### src/rtl/qdr_multiport_arbiter.sv
// Shares one QDR controller port among N_PORTS slaves; in-order tag FIFO routes reads.
// Define QDR_ARB_FIXED_PRIO_EN for fixed lowest-index priority instead of round-robin.
module qdr_multiport_arbiter #(
  parameter int N_PORTS        = 2,
  parameter int QDR_ADDR_WIDTH = 21,
  parameter int QDR_DATA_WIDTH = 36,
  parameter int QDR_BW_WIDTH   = 2,
  parameter int TAG_DEPTH      = 16
) (
  input  logic                                 qdr_clk,
  input  logic                                 qdr_rst,
  input  logic [32*N_PORTS-1:0]                slave_addr,
  input  logic [N_PORTS-1:0]                   slave_wr_strb,
  input  logic [2*QDR_DATA_WIDTH*N_PORTS-1:0]  slave_wr_data,
  input  logic [2*QDR_BW_WIDTH*N_PORTS-1:0]    slave_wr_be,
  input  logic [N_PORTS-1:0]                   slave_rd_strb,
  output logic [N_PORTS-1:0]                   slave_ack,
  output logic [2*QDR_DATA_WIDTH-1:0]          slave_rd_data,
  output logic [N_PORTS-1:0]                   slave_rd_dvld,
  output logic [QDR_ADDR_WIDTH-1:0]            master_addr,
  output logic                                 master_wr_strb,
  output logic [2*QDR_DATA_WIDTH-1:0]          master_wr_data,
  output logic [2*QDR_BW_WIDTH-1:0]            master_wr_be,
  output logic                                 master_rd_strb,
  input  logic [2*QDR_DATA_WIDTH-1:0]          master_rd_data,
  input  logic                                 master_rd_dvld,
  output logic                                 tag_underflow
);

  localparam int PW = (N_PORTS > 1) ? $clog2(N_PORTS) : 1;
  localparam int AW = (TAG_DEPTH > 1) ? $clog2(TAG_DEPTH) : 1;
  localparam int CW = $clog2(TAG_DEPTH + 1);
  localparam int DW = 2 * QDR_DATA_WIDTH;
  localparam int BW = 2 * QDR_BW_WIDTH;

  logic [CW-1:0]      cnt_q, cnt_d;
  logic [AW-1:0]      wp_q, wp_d;
  logic [AW-1:0]      rp_q, rp_d;
  logic               unf_q, unf_d;
  logic [PW-1:0]      tag_mem [TAG_DEPTH];
  logic               full, push, pop;
  logic [N_PORTS-1:0] elig;
  logic               found;
  logic [PW-1:0]      gnt;

  assign full = (cnt_q == CW'(TAG_DEPTH));

  // Reset gating here keeps every ack and master strobe low in reset.
  always_comb begin
    elig = '0;
    for (int i = 0; i < N_PORTS; i++) begin
      elig[i] = ~qdr_rst & (slave_wr_strb[i] | slave_rd_strb[i])
              & ~(slave_rd_strb[i] & full);
    end
  end

`ifdef QDR_ARB_FIXED_PRIO_EN
  always_comb begin
    found = 1'b0;
    gnt   = '0;
    for (int i = N_PORTS - 1; i >= 0; i--) begin
      if (elig[i]) begin
        found = 1'b1;
        gnt   = PW'(i);
      end
    end
  end
`else
  logic [PW-1:0] rr_q, rr_d;

  always_comb begin
    int idx;
    idx   = 0;
    found = 1'b0;
    gnt   = '0;
    for (int k = 0; k < N_PORTS; k++) begin
      idx = int'(rr_q) + k;
      if (idx >= N_PORTS) idx = idx - N_PORTS;
      if (!found && elig[idx]) begin
        found = 1'b1;
        gnt   = PW'(idx);
      end
    end
    rr_d = rr_q;
    if (found) rr_d = (gnt == PW'(N_PORTS - 1)) ? '0 : gnt + PW'(1);
  end

  always_ff @(posedge qdr_clk or posedge qdr_rst) begin
    if (qdr_rst) rr_q <= '0;
    else         rr_q <= rr_d;
  end
`endif

  always_comb begin
    slave_ack      = '0;
    master_addr    = '0;
    master_wr_strb = 1'b0;
    master_wr_data = '0;
    master_wr_be   = '0;
    master_rd_strb = 1'b0;
    for (int i = 0; i < N_PORTS; i++) begin
      if (found && gnt == PW'(i)) begin
        slave_ack[i]   = 1'b1;
        master_addr    = slave_addr[32*i +: QDR_ADDR_WIDTH];
        master_wr_strb = slave_wr_strb[i];
        master_wr_data = slave_wr_data[DW*i +: DW];
        master_wr_be   = slave_wr_be[BW*i +: BW];
        master_rd_strb = slave_rd_strb[i];
      end
    end
  end

  assign push          = master_rd_strb;
  assign pop           = master_rd_dvld & (cnt_q != '0) & ~qdr_rst;
  assign slave_rd_data = master_rd_data;
  assign slave_rd_dvld = pop ? (N_PORTS'(1) << tag_mem[rp_q]) : '0;
  assign tag_underflow = unf_q;

  always_comb begin
    wp_d  = push ? wp_q + AW'(1) : wp_q;
    rp_d  = pop ? rp_q + AW'(1) : rp_q;
    cnt_d = cnt_q;
    if (push && !pop) cnt_d = cnt_q + CW'(1);
    if (pop && !push) cnt_d = cnt_q - CW'(1);
    unf_d = unf_q | (master_rd_dvld & (cnt_q == '0));
  end

  always_ff @(posedge qdr_clk or posedge qdr_rst) begin
    if (qdr_rst) begin
      cnt_q <= '0;
      wp_q  <= '0;
      rp_q  <= '0;
      unf_q <= 1'b0;
    end else begin
      cnt_q <= cnt_d;
      wp_q  <= wp_d;
      rp_q  <= rp_d;
      unf_q <= unf_d;
    end
  end

  always_ff @(posedge qdr_clk) begin
    if (push) tag_mem[wp_q] <= gnt;
  end

endmodule
### config.mk
export PLATFORM = sky130hd
export DESIGN_NAME = qdr_multiport_arbiter
export DESIGN_NICKNAME = d
export VERILOG_FILES = /design/src/rtl/qdr_multiport_arbiter.sv
export SDC_FILE = /design/constraint.sdc
export NUM_CORES = 1
export LEC_CHECK = 0
export ABC_CLOCK_PERIOD_IN_PS = 2740
export BUFFER_PORTS_ARGS = -buffer_cell sky130_fd_sc_hd__buf_2
export CORE_AREA = 8 8 176 178
export CTS_CLUSTER_DIAMETER = 200
export DETAILED_ROUTE_END_ITERATION = 8
export DIE_AREA = 0 0 184 186
export GPL_ROUTABILITY_DRIVEN = 0
export PLACE_DENSITY_LB_ADDON = 0.1
export SYNTH_ARGS = -nofsm -noshare
export SYNTH_HDL_FRONTEND = slang
export SYNTH_SLANG_ARGS = --single-unit
### constraint.sdc
create_clock -name qdr_clk -period 2.74 [get_ports qdr_clk]
set_clock_uncertainty 0.05 [all_clocks]
set_input_delay 0.274 -clock qdr_clk [delete_from_list [all_inputs] [get_ports qdr_clk]]
set_output_delay 0.274 -clock qdr_clk [all_outputs]
set_load 0.005 [all_outputs]
# ---- After elaboration in Yosys (flattened, before gate mapping)
# Memory sizes are Yosys's and may differ from the RTL's.
# Cells that the tools add are included.
dict set report totals {
  ramBits 16
  output_inout_bits 176
  word_cells 77
  in_bits 295
  n_memories 1
  reg_bits 15
}
# memory depth word_bits rd rd_clocked_by_memory_dff wr line_no
set memory_table {}
lappend memory_table {tag_mem 16 1 1 0 1 40} ;# logic [PW-1:0] tag_mem [TAG_DEPTH];
dict set report classes {
  n_eq_ne 1
  n_lt_le_gt_ge 4
  n_addsub 8
  n_mux 30
  n_shift 1
  bitwise 16
  reduce_logical 11
}
# op n
set op_table {}
lappend op_table {{$mux W72} 2}
lappend op_table {{$lt A32 B3 Y1 const B} 2}
lappend op_table {{$mux W32} 2}
lappend op_table {{$mux W21} 2}
lappend op_table {{$mux W1} 19}
lappend op_table {{$mux W5} 2}
lappend op_table {{$and A1 B1 Y1} 9}
lappend op_table {{$add A4 B1 Y4 const B} 2}
lappend op_table {{$mux W4} 2}
lappend op_table {{$add A5 B1 Y5 const B} 1}
lappend op_table {{$eq A5 B5 Y1 const B} 1}
lappend op_table {{$logic_and A1 B1 Y1} 5}
lappend op_table {{$logic_not A5 Y1} 1}
lappend op_table {{$reduce_bool A5 Y1} 1}
lappend op_table {{$sub A5 B1 Y5 const B} 1}
lappend op_table {{$not A1 Y1} 4}
lappend op_table {{$logic_not A1 Y1} 3}
lappend op_table {{$or A1 B1 Y1} 3}
lappend op_table {{$sub A1 B2 Y3 const B} 1}
lappend op_table {{$sub A2 B2 Y3 const B} 1}
lappend op_table {{$add A1 B1 Y2 const B} 1}
lappend op_table {{$ge A1 B2 Y1 const B} 1}
lappend op_table {{$ge A2 B2 Y1 const B} 1}
lappend op_table {{$mux W2} 1}
lappend op_table {{other kinds (3)} 3}

# ---- Logic depth before layout (Yosys ltp)
dict set report depth {
  word_depth 18
  depth_mapped 14
  depth_no_buf 11
}

# ---- Least setup slack after synthesis
# OpenSTA, ideal clock, no wires.
dict set report synth_timing {
  kind {flip-flop to flip-flop}
  start {reg cnt_q[1]}
  end {reg cnt_q[4]}
  stages_incl_launch_ff 15
  required_ns 2.564
  slack_ns 0.002
  n_path_buf 3
  arrival_ns 2.562
  path_cell_list {dfrtp_1 buf_4 nor4_4 a221oi_1 and2_1 buf_2 buf_2 inv_1 ha_1 xor2_1 ha_1 a21oi_1 o21ai_0 nand3_1 xnor2_1}
}
dict set report synth_between {
  elab_chain_len 18
}
# item line_no
set synth_rtl {}
lappend synth_rtl {{from (decl)} 36} ;# logic [CW-1:0] cnt_q, cnt_d;
lappend synth_rtl {{from (signal assigned)} 135} ;# cnt_q <= cnt_d;
lappend synth_rtl {{$eq A5 B5 Y1 (*)} 46} ;# assign full = (cnt_q == CW'(TAG_DEPTH));
lappend synth_rtl {{$and A1 B1 Y1} 53} ;# & ~(slave_rd_strb[i] & full);
lappend synth_rtl {{$not A1 Y1} 53}
lappend synth_rtl {{$and A1 B1 Y1} 53}
lappend synth_rtl {{$mux W1 (implied by the code) (3 in series)} 79} ;# if (!found && elig[idx]) begin
lappend synth_rtl {{$mux W1} 79}
lappend synth_rtl {{$logic_not A1 Y1} 79}
lappend synth_rtl {{$logic_and A1 B1 Y1} 79}
lappend synth_rtl {{$mux W1} 79}
lappend synth_rtl {{$not A1 Y1} 102} ;# if (found && gnt == PW'(i)) begin
lappend synth_rtl {{$logic_and A1 B1 Y1} 102}
lappend synth_rtl {{$mux W1} 102}
lappend synth_rtl {{$mux W1 (*)} 102}
lappend synth_rtl {{named net master_rd_strb} 24} ;# output logic master_rd_strb,
lappend synth_rtl {{$logic_not A1 Y1} 124} ;# if (pop && !push) cnt_d = cnt_q - CW'(1);
lappend synth_rtl {{$logic_and A1 B1 Y1} 124}
lappend synth_rtl {{$mux W5 or $reduce_bool A2 Y1 (tied branches)} n/a}
# Mark *: on every way through the listed nets, which the timed path passes. The rest lies on a longest branch. The select of a mux whose other input is x is not followed.
# A chain may end at the register's enable or synchronous reset.

# ---- Worst setup path after layout
dict set report layout_timing {
  start {reg cnt_q[1]}
  end {out master_wr_data[59]}
}
dict set report layout_between {
  elab_chain_len 15
}
# item line_no
set layout_rtl {}
lappend layout_rtl {{$eq A5 B5 Y1 (*)} 46}
lappend layout_rtl {{$and A1 B1 Y1} 53}
lappend layout_rtl {{$not A1 Y1} 53}
lappend layout_rtl {{$and A1 B1 Y1} 53}
lappend layout_rtl {{$mux W1 (implied by the code) (3 in series)} 79}
lappend layout_rtl {{$mux W1} 79}
lappend layout_rtl {{$logic_not A1 Y1} 79}
lappend layout_rtl {{$logic_and A1 B1 Y1} 79}
lappend layout_rtl {{$mux W1} 79}
lappend layout_rtl {{$not A1 Y1} 102}
lappend layout_rtl {{$logic_and A1 B1 Y1} 102}
lappend layout_rtl {{$mux W72} 102}
lappend layout_rtl {{$mux W72 (*)} 102}
lappend layout_rtl {{to (decl)} 22} ;# output logic [2*QDR_DATA_WIDTH-1:0] master_wr_data,
# Mark *: on every way between the ends. The rest lies on a longest branch, timed or not. The select of a mux whose other input is x is not followed.

==> flow_summary_export.csv <==
group,metric,value,unit
grt,grt_overflow_total,0,
timing,rsz0062_at_grt,"no",
synthesis,async_flop_share,48.39,%
placement,portBuffers,304,
synthesis,synth_top_area_share,26.73,%
synthesis,ys_top_cells_by_area,"a22o_1 (27%), buf_4 (18%), edfxtp_1 (15%)",
routing,first_pass_iters,4,
timing,max_freq,0.3847,GHz
final_layout,layout_common_cells,"buf_2 (304), a22o_1 (97), buf_4 (16), edfxtp_1 (16), and3_1 (15)",
critical_path,startpoint,"cnt_q[1]",
synthesis,synth_area_leader_cell,"a22o_1",
timing,finalCritPeriodShare,94.87,%
routing,wl_met1,7.382,mm
floorplan,die_h,186,µm
critical_path,endpoint_kind,"output pin",
clocking,clk_path_buf_depth,2,
critical_path,crit_type,"flop to output pin",
final_layout,stdcell_area,0.004912,mm²
clocking,cts.clk_slew.worst_paths,0.05,ns
clocking,cts_tree,"built",
critical_path,r2r_setup_slack,0.31,ns
synthesis,yosys_most_used_dff,"edfxtp_1",
floorplan,rows,62,
final_layout,syn2layout_area_growth,53.00,%
grt,grt_use_total,10.28,%
pwr,ir_drop,202.8,µV
clocking,clk_latency,0.27,ns
routing,wirelength,19.61,mm
placement,place_area,0.004656,mm²
worst_hold_path,holdCritPathClass,"primary input to asynchronous set/reset pin",
critical_path,critPathSlowestCell,"dfrtp_1",
synthesis,synth_seq_cells,31,
timing,drv_slew,0,
critical_path,critPathArrivalTime,2.28,ns
critical_path,cp.required,2.42,ns
floorplan,die_area,0.03422,mm²
routing,drtAntennaViolNets,0,
routing,dr.first_iter.drc_count,192,
final_layout,nets,866,
timing,fin_hold_ws,0.09589,ns
critical_path,startpoint_type,"flop",
final_layout,final_common_cell,"buf_2",
synthesis,synth.avg_cell_area,9.848,µm²
grt,grt_pass1_wl,26.11,mm
critical_path,reg2reg_depth,11,
timing,setup_ws,0.1405,ns
critical_path,critPathMaxFanout,24,
routing,highest_layer,"met5",
grt,grt_max_degree,50,
synthesis,yosysWarnings,0,
timing,worst_slew_margin_rel,56.52,%
run,drv_cap,0,
timing,worst_pin_slew,0.6514,ns
clocking,numCtsBuffers,5,
placement,hpwl,16.61,mm
routing,vias_per_cell,3.777,
pwr,leakagePower,2.556,nW
run_status,outcome,"complete, no violations",
timing,finalHoldViolCount,0,
routing,wl_met2,9.838,mm
synthesis,syn-cell-area,0.003211,mm²
timing,fin_crit,2.599,ns
pwr,power_density,572.9,mW/mm²
timing,setup_viol,0,
clocking,clock-sinks,31,
clocking,htreeDepth,2,
critical_path,critical_path.cell_chain,"nor4_4 > buf_4 > a31oi_1 > o21a_4 > buf_12 > clkbuf_16 > a22o_1 > buf_2",
floorplan,initial_utilization,11.37,%
placement,dpl_worst_slack,0.2017,ns
grt,grt_pass1_vias,3769,
floorplan,coreArea,0.02824,mm²
timing,fin_setup_tns,0,ns
critical_path,reg2reg_from,"cnt_q[3]",
final_layout,drive_gt1_share,61.70,%
synthesis,synth_edf_count,16,
critical_path,worst_path_largest_cell_delay,0.40,ns
grt,antenna_found_initial,3,
floorplan,die_w,184,µm
synthesis,syn-instance-count,326,
synthesis,yosysSeqAreaShare,26.66,%
routing,drc,0,
floorplan,pin_count,471,
clocking,holdBufCountCts,0,
routing,met3_length,2.025,mm
routing,vias,3584,
clocking,clockRootBuffer,"clkbuf_16",
routing,wire_per_inst,20.67,µm
synthesis,synth_cell_types,37,
synthesis,syn-num-nets,629,
-- metrics by stage --
| stage | cells | util [%] | total power, mW |
|---|---|---|---|
| 2_1_floorplan | 326 | - | 1.695 |
| 3_3_place_gp | 931 | 16.49 | 2.269 |
| 3_5_place_dp | 931 | 16.49 | 2.262 |
| 4_1_cts | 942 | 17.06 | 2.831 |
| 5_1_grt | 948 | 17.39 | 3.049 |
| 6_report | 949 | 17.40 | 2.814 |
-- path summary, 6_finish.rpt --
path / end
hold / removal: wp_q[2]
hold reg to reg: tag_underflow
setup / recovery: master_wr_data[59]
min in group qdr_clk: tag_underflow
max in group asynchronous: cnt_q[0]
setup reg to reg: cnt_q[2]
-- cells in the mapped netlist (5+ instances only) --
cell,count
buf_4,79
ha_1,8
a21oi_1,5
dfrtp_1,15
nor2_1,5
buf_2,13
a22o_1,98
nand3_1,5
xnor2_1,9
inv_1,8
edfxtp_1,16
and3_1,15
-- critical path, delay by kind of cell (launching register included) --
family,cells,cell delay (ns)
buffers and inverters,4,0.64
AOI/OAI and AO/OA,3,0.64
DFF,1,0.40
and+or+nand+nor,1,0.32
-- state kept, by name (all words and copies together) (netlist names) --
signal / count
tag_mem: 16
wp_q: 4
rr_q: 1
tag_underflow: 1
rp_q: 4
cnt_q: 5
-- report_power, final --
group          total (mW)  switching (mW)  internal (mW)
sequential          0.798           0.170          0.628
combinational        1.49           0.710          0.782
clock               0.524           0.189          0.335
total                2.81            1.07           1.74
-- area by class of cell --
type / count / area [µm²]
well taps: 384 / 480.5
clock buffers: 7 / 132.6
fillers: 3271 / 23320
flip-flops and latches: 31 / 857.1
multi-input cells: 190 / 1628
clock inverters: 1 / 5.005
diodes: 1 / 2.502
inverters: 8 / 30.03
repair buffers: 327 / 1777
-- layer usage --
metal	GRT usage [%]	vias to the layer above
met2	16.87	212
met3	4.958	34
met1	11.85	1687
met5	0	-
met4	2.614	2
li1	-	1649
-- logic make-up (layout without fill, tap and decap cells) --
group	count (synthesis)	in the layout	synth area share, %
compound gates	118	119	31.14
buf+inv	106	343	23.19
simple gates	42	42	8.145
flops	31	31	26.66
xor+xnor	12	12	3.274
mux	9	9	4.482
fa+ha+maj	8	8	3.118
other cells	0	1	0
-- what timing repair did --
action                                  CTS  global route
setup buffers                             2             5
pin swaps                                 2             4
endpoints found under the setup margin   54            63
cloned                                    1             1
gates resized for setup                   1             4
Power figures use the tool's default switching activity.
